[config.mk]
export PLATFORM = sky130hd
export DESIGN_NAME = fc_layer_sequencer_flat
export DESIGN_NICKNAME = d
export VERILOG_FILES = /design/src/rtl/fc_seq_pkg.sv /design/src/rtl/fc_layer_sequencer_if.sv /design/src/rtl/fc_frame_buf.sv /design/src/rtl/fc_layer_sequencer.sv /design/src/flat_wrapper.sv
export SDC_FILE = /design/constraint.sdc
export NUM_CORES = 2
export LEC_CHECK = 0
export ABC_AREA = 1
export ABC_CLOCK_PERIOD_IN_PS = 5200
export BUFFER_PORTS_ARGS = -buffer_cell sky130_fd_sc_hd__buf_2
export CAP_MARGIN = 20
export CORE_MARGIN = 2
export CORE_UTILIZATION = 45
export CTS_CLUSTER_DIAMETER = 30
export DETAILED_ROUTE_END_ITERATION = 10
export PLACE_DENSITY_LB_ADDON = 0.1
export SYNTH_ARGS = -nofsm -noshare
export SYNTH_HDL_FRONTEND = slang
export SYNTH_SLANG_ARGS = --single-unit
[constraint.sdc]
create_clock -name clk -period 5.2 [get_ports clk]
set_input_delay 0.52 -clock clk [delete_from_list [all_inputs] [get_ports clk]]
set_output_delay 0.52 -clock clk [all_outputs]
set_load 0.02 [all_outputs]
[src/rtl/fc_seq_pkg.sv]
// Shared types and constants for the fully-connected layer frame sequencer.
// Holds the FSM state encoding and the completed-frame counter width.
package fc_seq_pkg;

    typedef enum logic [1:0] {
        FILL,
        FEED,
        WAIT,
        HOLD
    } fc_seq_state_t;

    localparam int FRAME_CNT_W = 16;

endpackage

[src/rtl/fc_layer_sequencer_if.sv]
// Bundles the three data paths around the sequencer: upstream sample stream,
// layer burst/result pair and downstream result port.
// slave  : sequencer side (consumes s_*, drives fc_in_*, consumes fc_out_*, drives m_*)
// master : environment side (the opposite directions)
interface fc_layer_sequencer_if #(
    parameter int INPUT_W    = 16,
    parameter int OUTPUT_W   = 8,
    parameter int DIM_OUTPUT = 8
);

    logic [INPUT_W-1:0]                   s_dat;
    logic                                 s_valid;
    logic                                 s_ready;
    logic [INPUT_W-1:0]                   fc_in_dat;
    logic                                 fc_in_valid;
    logic [DIM_OUTPUT-1:0][OUTPUT_W-1:0]  fc_out_dat;
    logic                                 fc_out_valid;
    logic [DIM_OUTPUT-1:0][OUTPUT_W-1:0]  m_dat;
    logic                                 m_valid;
    logic                                 m_ready;

    modport slave (
        input  s_dat, s_valid,
        output s_ready,
        output fc_in_dat, fc_in_valid,
        input  fc_out_dat, fc_out_valid,
        output m_dat, m_valid,
        input  m_ready
    );

    modport master (
        output s_dat, s_valid,
        input  s_ready,
        input  fc_in_dat, fc_in_valid,
        output fc_out_dat, fc_out_valid,
        input  m_dat, m_valid,
        output m_ready
    );

endinterface

[src/rtl/fc_frame_buf.sv]
// One-frame sample store: register array with a synchronous write port
// and an asynchronous read port.
// Ports: clk, we/waddr/wdat (write), raddr -> rdat (combinational read).
module fc_frame_buf #(
    parameter int DEPTH = 96,
    parameter int W     = 16,
    parameter int AW    = $clog2(DEPTH)
) (
    input  logic          clk,
    input  logic          we,
    input  logic [AW-1:0] waddr,
    input  logic [W-1:0]  wdat,
    input  logic [AW-1:0] raddr,
    output logic [W-1:0]  rdat
);

    logic [W-1:0] mem_q [DEPTH];

    always_ff @(posedge clk) begin
        if (we) begin
            mem_q[waddr] <= wdat;
        end
    end

    assign rdat = mem_q[raddr];

endmodule

[src/rtl/fc_layer_sequencer.sv]
// Frame controller for one FC layer: buffers a frame, replays it as an unbroken
// burst, captures the layer result and hands it downstream, with a result timeout.
// Ports: clk, rst (sync, active high), bus (slave modport), frame_cnt, err_timeout.
module fc_layer_sequencer
    import fc_seq_pkg::*;
#(
    parameter int DIM_INPUT  = 96,
    parameter int DIM_OUTPUT = 8,
    parameter int INPUT_W    = 16,
    parameter int OUTPUT_W   = 8,
    parameter int TIMEOUT    = 256
) (
    input  logic                    clk,
    input  logic                    rst,
    fc_layer_sequencer_if.slave     bus,
    output logic [FRAME_CNT_W-1:0]  frame_cnt,
    output logic                    err_timeout
);

    localparam int AW = $clog2(DIM_INPUT);
    localparam int TW = $clog2(TIMEOUT);
    localparam logic [AW-1:0] LAST_IDX = AW'(DIM_INPUT - 1);
    localparam logic [TW-1:0] TO_LAST  = TW'(TIMEOUT - 1);

    typedef logic [DIM_OUTPUT-1:0][OUTPUT_W-1:0] res_t;

    fc_seq_state_t          state_q, state_d;
    logic [AW-1:0]          wr_cnt_q, wr_cnt_d;
    logic [AW-1:0]          rd_cnt_q, rd_cnt_d;
    logic [TW-1:0]          to_cnt_q, to_cnt_d;
    logic [FRAME_CNT_W-1:0] frame_cnt_q, frame_cnt_d;
    logic [INPUT_W-1:0]     fc_in_dat_q, fc_in_dat_d;
    logic                   fc_in_valid_q, fc_in_valid_d;
    res_t                   m_dat_q, m_dat_d;
    logic                   m_valid_q, m_valid_d;
    logic                   err_q, err_d;
    logic                   s_ready;
    logic                   wr_en;
    logic [INPUT_W-1:0]     rd_dat;

    // Upstream is only accepted while filling; no overlap with hold.
    assign s_ready = (state_q == FILL);
    assign wr_en   = s_ready && bus.s_valid;

    fc_frame_buf #(
        .DEPTH (DIM_INPUT),
        .W     (INPUT_W),
        .AW    (AW)
    ) u_buf (
        .clk   (clk),
        .we    (wr_en),
        .waddr (wr_cnt_q),
        .wdat  (bus.s_dat),
        .raddr (rd_cnt_q),
        .rdat  (rd_dat)
    );

    always_comb begin
        state_d       = state_q;
        wr_cnt_d      = wr_cnt_q;
        rd_cnt_d      = rd_cnt_q;
        to_cnt_d      = to_cnt_q;
        frame_cnt_d   = frame_cnt_q;
        fc_in_dat_d   = fc_in_dat_q;
        fc_in_valid_d = 1'b0;
        m_dat_d       = m_dat_q;
        m_valid_d     = m_valid_q;
        err_d         = 1'b0;
        unique case (state_q)
            FILL: begin
                if (wr_en) begin
                    if (wr_cnt_q == LAST_IDX) begin
                        wr_cnt_d = '0;
                        state_d  = FEED;
                    end else begin
                        wr_cnt_d = wr_cnt_q + 1'b1;
                    end
                end
            end
            FEED: begin
                // Registered beat: visible the cycle after it is read.
                fc_in_dat_d   = rd_dat;
                fc_in_valid_d = 1'b1;
                if (rd_cnt_q == LAST_IDX) begin
                    rd_cnt_d = '0;
                    state_d  = WAIT;
                end else begin
                    rd_cnt_d = rd_cnt_q + 1'b1;
                end
            end
            WAIT: begin
                // A result arriving on the timeout cycle takes priority.
                if (bus.fc_out_valid) begin
                    m_dat_d   = bus.fc_out_dat;
                    m_valid_d = 1'b1;
                    to_cnt_d  = '0;
                    state_d   = HOLD;
                end else if (to_cnt_q == TO_LAST) begin
                    err_d    = 1'b1;
                    to_cnt_d = '0;
                    state_d  = FILL;
                end else begin
                    to_cnt_d = to_cnt_q + 1'b1;
                end
            end
            HOLD: begin
                if (m_valid_q && bus.m_ready) begin
                    m_valid_d   = 1'b0;
                    frame_cnt_d = frame_cnt_q + 1'b1;
                    state_d     = FILL;
                end
            end
            default: begin
                state_d = FILL;
            end
        endcase
    end

    always_ff @(posedge clk) begin
        if (rst) begin
            state_q       <= FILL;
            wr_cnt_q      <= '0;
            rd_cnt_q      <= '0;
            to_cnt_q      <= '0;
            frame_cnt_q   <= '0;
            fc_in_dat_q   <= '0;
            fc_in_valid_q <= 1'b0;
            m_dat_q       <= '0;
            m_valid_q     <= 1'b0;
            err_q         <= 1'b0;
        end else begin
            state_q       <= state_d;
            wr_cnt_q      <= wr_cnt_d;
            rd_cnt_q      <= rd_cnt_d;
            to_cnt_q      <= to_cnt_d;
            frame_cnt_q   <= frame_cnt_d;
            fc_in_dat_q   <= fc_in_dat_d;
            fc_in_valid_q <= fc_in_valid_d;
            m_dat_q       <= m_dat_d;
            m_valid_q     <= m_valid_d;
            err_q         <= err_d;
        end
    end

    assign bus.s_ready     = s_ready;
    assign bus.fc_in_dat   = fc_in_dat_q;
    assign bus.fc_in_valid = fc_in_valid_q;
    assign bus.m_dat       = m_dat_q;
    assign bus.m_valid     = m_valid_q;
    assign frame_cnt       = frame_cnt_q;
    assign err_timeout     = err_q;

endmodule
[src/flat_wrapper.sv]
// flat-port wrapper written by rule: the top's interface ports become plain ports
module fc_layer_sequencer_flat import fc_seq_pkg::*;
#(
    parameter int DIM_INPUT  = 96,
    parameter int DIM_OUTPUT = 8,
    parameter int INPUT_W    = 16,
    parameter int OUTPUT_W   = 8,
    parameter int TIMEOUT    = 256
)
  (clk, rst, frame_cnt, err_timeout, bus_s_dat, bus_s_valid, bus_s_ready, bus_fc_in_dat, bus_fc_in_valid, bus_fc_out_dat, bus_fc_out_valid, bus_m_dat, bus_m_valid, bus_m_ready);
  fc_layer_sequencer_if #(.INPUT_W(INPUT_W), .OUTPUT_W(OUTPUT_W), .DIM_OUTPUT(DIM_OUTPUT)) bus_i ();
  input  logic clk;
  input  logic rst;
  output logic [FRAME_CNT_W-1:0] frame_cnt;
  output logic err_timeout;
  input wire logic [$bits(bus_i.s_dat)-1:0] bus_s_dat;
  input wire logic [$bits(bus_i.s_valid)-1:0] bus_s_valid;
  output wire logic [$bits(bus_i.s_ready)-1:0] bus_s_ready;
  output wire logic [$bits(bus_i.fc_in_dat)-1:0] bus_fc_in_dat;
  output wire logic [$bits(bus_i.fc_in_valid)-1:0] bus_fc_in_valid;
  input wire logic [$bits(bus_i.fc_out_dat)-1:0] bus_fc_out_dat;
  input wire logic [$bits(bus_i.fc_out_valid)-1:0] bus_fc_out_valid;
  output wire logic [$bits(bus_i.m_dat)-1:0] bus_m_dat;
  output wire logic [$bits(bus_i.m_valid)-1:0] bus_m_valid;
  input wire logic [$bits(bus_i.m_ready)-1:0] bus_m_ready;
  assign bus_i.s_dat = bus_s_dat;
  assign bus_i.s_valid = bus_s_valid;
  assign bus_s_ready = bus_i.s_ready;
  assign bus_fc_in_dat = bus_i.fc_in_dat;
  assign bus_fc_in_valid = bus_i.fc_in_valid;
  assign bus_i.fc_out_dat = bus_fc_out_dat;
  assign bus_i.fc_out_valid = bus_fc_out_valid;
  assign bus_m_dat = bus_i.m_dat;
  assign bus_m_valid = bus_i.m_valid;
  assign bus_i.m_ready = bus_m_ready;
  fc_layer_sequencer #(.DIM_INPUT(DIM_INPUT), .DIM_OUTPUT(DIM_OUTPUT), .INPUT_W(INPUT_W), .OUTPUT_W(OUTPUT_W), .TIMEOUT(TIMEOUT)) u_core (.clk(clk), .rst(rst), .bus(bus_i), .frame_cnt(frame_cnt), .err_timeout(err_timeout));
endmodule
# Yosys cells after proc, flatten, opt, wreduce, memory -nomap -nowiden
# Memory sizes are Yosys's and may differ from the RTL's. A register that Yosys moved wholly into a read port is not among the register bits.
# Cells that the tools add are included.
[classes]
reduce_logical = 10
div_mod_pow = 0
mul = 0
magnitude_cmp = 0
n_eq_ne = 12
n_mux = 18
addsub = 4
shift = 0
n_bitwise = 1
[op_table]
columns = ["op", "n"]
rows = [
  ["$add A16 B1 Y16 const B", 1],
  ["$mux W8", 2],
  ["$add A7 B1 Y7 const B", 2],
  ["$eq A7 B7 Y1 const B", 2],
  ["$mux W7", 2],
  ["$mux W2", 6],
  ["$add A8 B1 Y8 const B", 1],
  ["$eq A8 B8 Y1 const B", 1],
  ["$pmux W2 S4", 1],
  ["$mux W1", 6],
  ["$ne A2 B2 Y1 const B", 3],
  ["$reduce_and A2 Y1", 3],
  ["$reduce_and A5 Y1", 1],
  ["$eq A2 B2 Y1 const B", 2],
  ["$ne A2 B1 Y1 const B", 2],
  ["$ne A3 B2 Y1 const B", 1],
  ["$reduce_and A3 Y1", 1],
  ["$reduce_or A3 Y1", 1],
  ["$eq A2 B1 Y1 const B", 1],
  ["$logic_and A1 B1 Y1", 2],
  ["$logic_not A2 Y1", 1],
  ["$pmux W1 S2", 1],
  ["$reduce_bool A2 Y1", 1],
  ["$not A1 Y1", 1],
]
[word_totals]
ramBits = 1536
latchBits = 0
n_memories = 1
wordCells = 62
romBits = 0
ff_bits = 107
in_bits = 85
output_inout_bits = 100
[mem_list]
columns = ["name", "words", "word_bits", "read_ports", "rd_clocked_by_memory_dff", "wr", "line", "text"]
rows = [
  ["u_core.u_buf.mem_q", 96, 16, 1, 1, 1, "fc_frame_buf.sv:17", "logic [W-1:0] mem_q [DEPTH];"],
]

# Longest topological paths before layout
[depth]
word_depth = 4
ltp_mapped = 16
depth_no_buf = 13

# Modules after synthesis
# From an unflattened synthesis, not the netlist that was laid out.
[unflattened]
cells_unflattened = 5820
hier_area_um2 = 67362.1
[modules_own_cells]
columns = ["mod", "n_inst", "area_per_inst_um2", "cells_each", "seq_area_each_um2"]
rows = [
  ["fc_frame_buf", 1, 62472.4, 5178, 46124.2],
  ["fc_layer_sequencer", 1, 4889.7, 642, 2462.4],
]

# Worst setup path before layout
# Ideal clock, no wire load.
[synth_path]
kind = "register to register"
start = "register u_core.state_q[0]"
end = "memory u_core.u_buf.mem_q[31][0], enable pin"
required_time_ps = 4791
synth_period_minus_slack_ps = 2919
n_path_buf = 0
setup_time_ps = 409
arrival_ps = 2509
path_slack_ps = 2281
stages_incl_launch_ff = 8
cell_sequence = "dfxtp_1 nor2_1 nand2_1 nor2_1 inv_2 nor2_1 inv_1 nor3_1"
[synth_via]
elab_chain_cells = 4
[synth_rtl]
columns = ["element", "line", "text"]
rows = [
  ["start: declaration", "fc_layer_sequencer.sv:27", "fc_seq_state_t state_q, state_d;"],
  ["start signal: assignment", "fc_layer_sequencer.sv:132", "state_q <= state_d;"],
  ["$logic_not A2 Y1", "fc_layer_sequencer.sv:42", "assign s_ready = (state_q == FILL);"],
  ["named net bus_s_ready", "flat_wrapper.sv:18", "output wire logic [$bits(bus_i.s_ready)-1:0] bus_s_ready;"],
  ["$logic_and A1 B1 Y1", "fc_layer_sequencer.sv:43", "assign wr_en = s_ready && bus.s_valid;"],
  ["$mux W1", "fc_frame_buf.sv:20", "if (we) begin"],
  ["$mux W1 (not written as such)", "fc_frame_buf.sv:21", "mem_q[waddr] <= wdat;"],
  ["end: declaration", "fc_frame_buf.sv:17", ""],
]
# The timed path passes the listed nets, and every way through them passes these cells.

==> results summary <==
The post-route antenna net violation count is 0. For the worst-skew pair, the clock arrives at the later sink with an insertion delay of 930 ps. Dividing the final minimum period by the clock period gives 0.6017. The maximum single-stage delay on the critical path is 700 ps. Clock-pin slew was measured on the worst setup and hold paths at 40 ps. The via count of the first global-routing pass is ~45000.

The total placed instance area came out at 70040 um2. The final HPWL from detailed placement came out at 106900 um. TritonCTS built the clock tree.

The post-placement cell count came out at 7909. The via-per-instance ratio is 5.365. The power per unit of standard cell area came out at 459.2 nW/um2. The achievable clock frequency is 319.6 MHz. The aggregate negative setup slack came out at 0 ps. Summing all flip-flop and latch instances after layout gives slightly below 50000 um2. Traced cell by cell, the critical path runs through inv_16 > buf_4 > buf_4 > nand2_1 > nand2_1 > a21oi_1 > nand3_1 > nand3_1 > nand2_1 > nand2_1 > nand2_1 > nor2_1 > nor2_1. The yosys synthesis warning count came out at 0. The number of CTS-inserted buffers is around 370. The residual DRC count is 0. The run finished with clean final reports. The post-route clock skew is 58.44 ps.

The quantity of gates resized following cts came out at 0. The post-place setup slack is around 2100 ps. The floorplan step defined a die boundary enclosing 152100 um2. The total number of vias is between 40000 and 50000. The maximum number of buffers from clock root to sink is 4. Setup repair after global routing left no endpoint under its margin. For met2 alone, demand over resource in global routing was 0.4094. The fraction of layout instances using a drive strength above 1 is 0.1458. The worst setup path is launched from a flip-flop.

The tightest slew margin relative to the limit came out at 0.2834. The total number of clock tree sinks is 1659. CTS placed an instance of sky130_fd_sc_hd__clkbuf_16 at the clock tree root. The width of the die came out at roughly 390 um. The final period demand of the worst path is 3129 ps. The peak supply drop is 0.3522 mV. The worst hold-check path type is input port to flip-flop. The total wire length after detailed routing came out at ~200000 um. The number of buffers inserted by post-CTS setup repair came out at 0. The data required time of the critical path came out at roughly 6000 ps. The global-route usage over all layers came out at 0.2575. The overall die height is 389.9 um. At the pin with the least slew margin, the transition time is approximately 1100 ps. The initial standard-cell utilization of the core came out at 0.4534. In this run the cell area of the synthesized design comes to around 67000 um2. The highest-delay cell along the critical path is sky130_fd_sc_hd__dfxtp_4. The placer congestion estimate is 0.8595. After detailed routing, the average wire length per cell comes to about 23 um. The final layout contains 6510 nets.

The number of max-slew violations in the final report is 0. The arrival time of the worst setup path came out at between 3000 and 4000 ps. In this run the static leakage power is ~31 nW. The multi-input combinational cell area came out at 16320 um2. The maximum fanout along the worst path is 114. The met1 usage is 0.3546. 185 I/O pins were placed.

Counting stages on the worst path, the most repeated cell is sky130_fd_sc_hd__nand2_1. The share of the yosys chip area belonging to registers came out at 0.7249. The detailed router finished its first iteration with 4379 violations. The synthesized netlist net count is 6054. The count of buffers added on input and output ports is 184. The CTS H-tree depth came out at 5.

The filler cell count came out at 12270. The initial antenna violation count is 11. The worst setup slack after layout is approximately 2100 ps.

The mean post-synth cell area came out at 11.24 um2. Entering global routing, the biggest net connects 186 pins. The number of placement rows is about 140. The worst setup path is of the flip-flop to flip-flop kind. STA classifies the critical path endpoint as a flip-flop. The number of library cell types mapped by synthesis came out at 33. The final worst hold slack is 68.64 ps. The number of hold violations in the final report was 0. The met3 layer usage reported by global route is 0.05445.

The number of cells in the finished layout apart from fillers came out at 8647. The number of setup violations in the final report came out at 0. The region available for standard cell placement spans 147800 um2. The total grt overflow is 0. The count of TritonRoute iterations in the first routing pass is 6. The area growth from synthesis to layout came out at 24.09%. The wire length of the first global-routing pass came out at 291000 um.

The post-synthesis register bit count came out at 1659. The finished layout cell area came out at 83180 um2. The number of maximum-capacitance violations is 0. The number of cells produced by synthesis came out at 5965. After global routing, the most crowded layer is met2.
==> final timing paths <==
path	slack, ps	from	depth (start not counted)	endpoint
setup / recovery	2070	u_core.rd_cnt_q[0]	13	u_core.bus.fc_in_dat[4]
hold / removal	70	bus_m_ready	4	u_core.frame_cnt[0]
setup reg to reg	2070	u_core.rd_cnt_q[0]	13	u_core.bus.fc_in_dat[4]
hold reg to reg	460	u_core.bus.m_dat[48]	2	u_core.bus.m_dat[48]
==> per-layer routing <==
| metal | share of wire | wire length [um] |
|---|---|---|
| met1 | 0.43 | 85120 |
| met2 | 0.47 | 92500 |
| met5 | 0.000066 | 13 |
| met4 | 0.026 | 5084 |
| met3 | 0.078 | 15550 |
==> where the power goes <==
part	total [W]	switching [W]	internal [W]	leakage, nW
combinational	0.000450	0.000360	0.0000898	10.5
clock	0.0231	0.00724	0.0159	6.04
sequential	0.0146	0.00000773	0.0146	14.8
==> worst max-delay path: cells and delay by family (launching register included) <==
kind                   cells  cell delay (ps)
buffers and inverters      3              960
flip-flops                 1              700
AND/OR/NAND/NOR            9             1020
AO/OA/AOI/OAI              1              120
==> cell type report <==
type | count | share of cell area
clock buffers | 432 | 0.1184
well taps | 1930 | 0.02903
repair buffers | 423 | 0.03758
flip-flops and latches | 1659 | 0.5843
clock inverters | 239 | 0.03147
multi-input cells | 3908 | 0.1962
diodes | 1 | 0.00003009
inverters | 55 | 0.002933
==> registers in the layout, summed over array words and instances, names as in the netlist <==
signal and flops:
u_core.rd_cnt_q 7, u_core.bus.fc_in_dat 16, u_core.to_cnt_q 8, u_core.bus.m_valid 1, u_core.bus.fc_in_valid 1, u_core.wr_cnt_q 7
u_core.frame_cnt 16, u_core.u_buf.mem_q 1536, u_core.err_timeout 1, u_core.bus.m_dat 64, u_core.state_q 2
==> cells in the mapped netlist <==
cell type / n / share of area
sky130_fd_sc_hd__buf_4: 34 / 0.0038
sky130_fd_sc_hd__a21oi_1: 280 / 0.021
sky130_fd_sc_hd__buf_2: 186 / 0.014
sky130_fd_sc_hd__inv_4: 1 / 0.000093
sky130_fd_sc_hd__a32oi_1: 1 / 0.00013
sky130_fd_sc_hd__inv_2: 5 / 0.00028
sky130_fd_sc_hd__buf_1: 19 / 0.0011
sky130_fd_sc_hd__nand4_1: 4 / 0.00037
sky130_fd_sc_hd__clkbuf_1: 64 / 0.0036
sky130_fd_sc_hd__nor2_2: 5 / 0.00047
sky130_fd_sc_hd__nor4_1: 1 / 0.000093
sky130_fd_sc_hd__nor2_1: 217 / 0.012
sky130_fd_sc_hd__dfxtp_1: 123 / 0.037
sky130_fd_sc_hd__o211ai_1: 1 / 0.00011
sky130_fd_sc_hd__nand2_2: 1 / 0.000093
sky130_fd_sc_hd__nand3_2: 2 / 0.00030
sky130_fd_sc_hd__o21ai_0: 30 / 0.0022
sky130_fd_sc_hd__xor2_1: 5 / 0.00065
sky130_fd_sc_hd__nor3_1: 7 / 0.00052
sky130_fd_sc_hd__buf_6: 40 / 0.0067
sky130_fd_sc_hd__nand3_4: 1 / 0.00026
sky130_fd_sc_hd__nand3_1: 833 / 0.062
sky130_fd_sc_hd__ha_1: 4 / 0.00075
sky130_fd_sc_hd__a211oi_1: 5 / 0.00056
sky130_fd_sc_hd__nor3b_1: 2 / 0.00022
sky130_fd_sc_hd__inv_1: 48 / 0.0027
sky130_fd_sc_hd__o21a_1: 1 / 0.00011
sky130_fd_sc_hd__o21ai_1: 1 / 0.000075
sky130_fd_sc_hd__clkinv_1: 1 / 0.000056
sky130_fd_sc_hd__nor2_4: 2 / 0.00034
sky130_fd_sc_hd__nor3_2: 1 / 0.00015
sky130_fd_sc_hd__edfxtp_1: 1536 / 0.69
sky130_fd_sc_hd__nand2_1: 2504 / 0.14
==> placed cells by master, fill, tap and decap left out, types with 5 or more instances in the layout <==
cell and instances:
sky130_fd_sc_hd__o21ai_0 30, sky130_fd_sc_hd__nand2_1 2503, sky130_fd_sc_hd__clkinv_1 47, sky130_fd_sc_hd__clkbuf_8 6, sky130_fd_sc_hd__dfxtp_1 119, sky130_fd_sc_hd__nor3_1 6, sky130_fd_sc_hd__nor2_1 206, sky130_fd_sc_hd__bufinv_16 49
sky130_fd_sc_hd__inv_6 15, sky130_fd_sc_hd__dlygate4sd3_1 65, sky130_fd_sc_hd__xor2_1 5, sky130_fd_sc_hd__buf_12 16, sky130_fd_sc_hd__buf_4 173, sky130_fd_sc_hd__inv_1 45, sky130_fd_sc_hd__clkinvlp_4 37, sky130_fd_sc_hd__clkbuf_16 384
sky130_fd_sc_hd__buf_2 168, sky130_fd_sc_hd__nor2_2 15, sky130_fd_sc_hd__clkinv_4 21, sky130_fd_sc_hd__a21oi_1 280, sky130_fd_sc_hd__edfxtp_1 1536, sky130_fd_sc_hd__clkbuf_1 42, sky130_fd_sc_hd__nand3_1 833, sky130_fd_sc_hd__clkinv_2 69
sky130_fd_sc_hd__a211oi_1 5
==> kinds of logic (layout without fill, tap and decap cells) <==
kind of cell / after synthesis / after routing / synth area share
adder cells (fa/ha/maj): 4 / 4 / 0.0007467
other: 0 / 1 / 0
XOR/XNOR: 5 / 5 / 0.0006533
AND/OR/NAND/NOR: 3580 / 3580 / 0.2174
flip-flops: 1659 / 1659 / 0.7249
buffers and inverters: 398 / 1149 / 0.03218
AO/OA/AOI/OAI: 319 / 319 / 0.02414
==> what timing repair did <==
| action | in CTS | in global routing |
|---|---|---|
| endpoints found under the setup margin | 0 | 0 |
| hold buffers | 65 | 0 |
| endpoints found under the hold margin | 68 | 0 |
==> through the flow <==
step,total power (W),utilization
2_1_floorplan,0.01494,-
3_3_place_gp,0.01528,0.4738
3_5_place_dp,0.01529,0.4738
4_1_cts,0.03843,0.5625
5_1_grt,0.03916,0.5626
6_report,0.03819,0.5626
No activity file was read; power rests on OpenSTA's default activity.
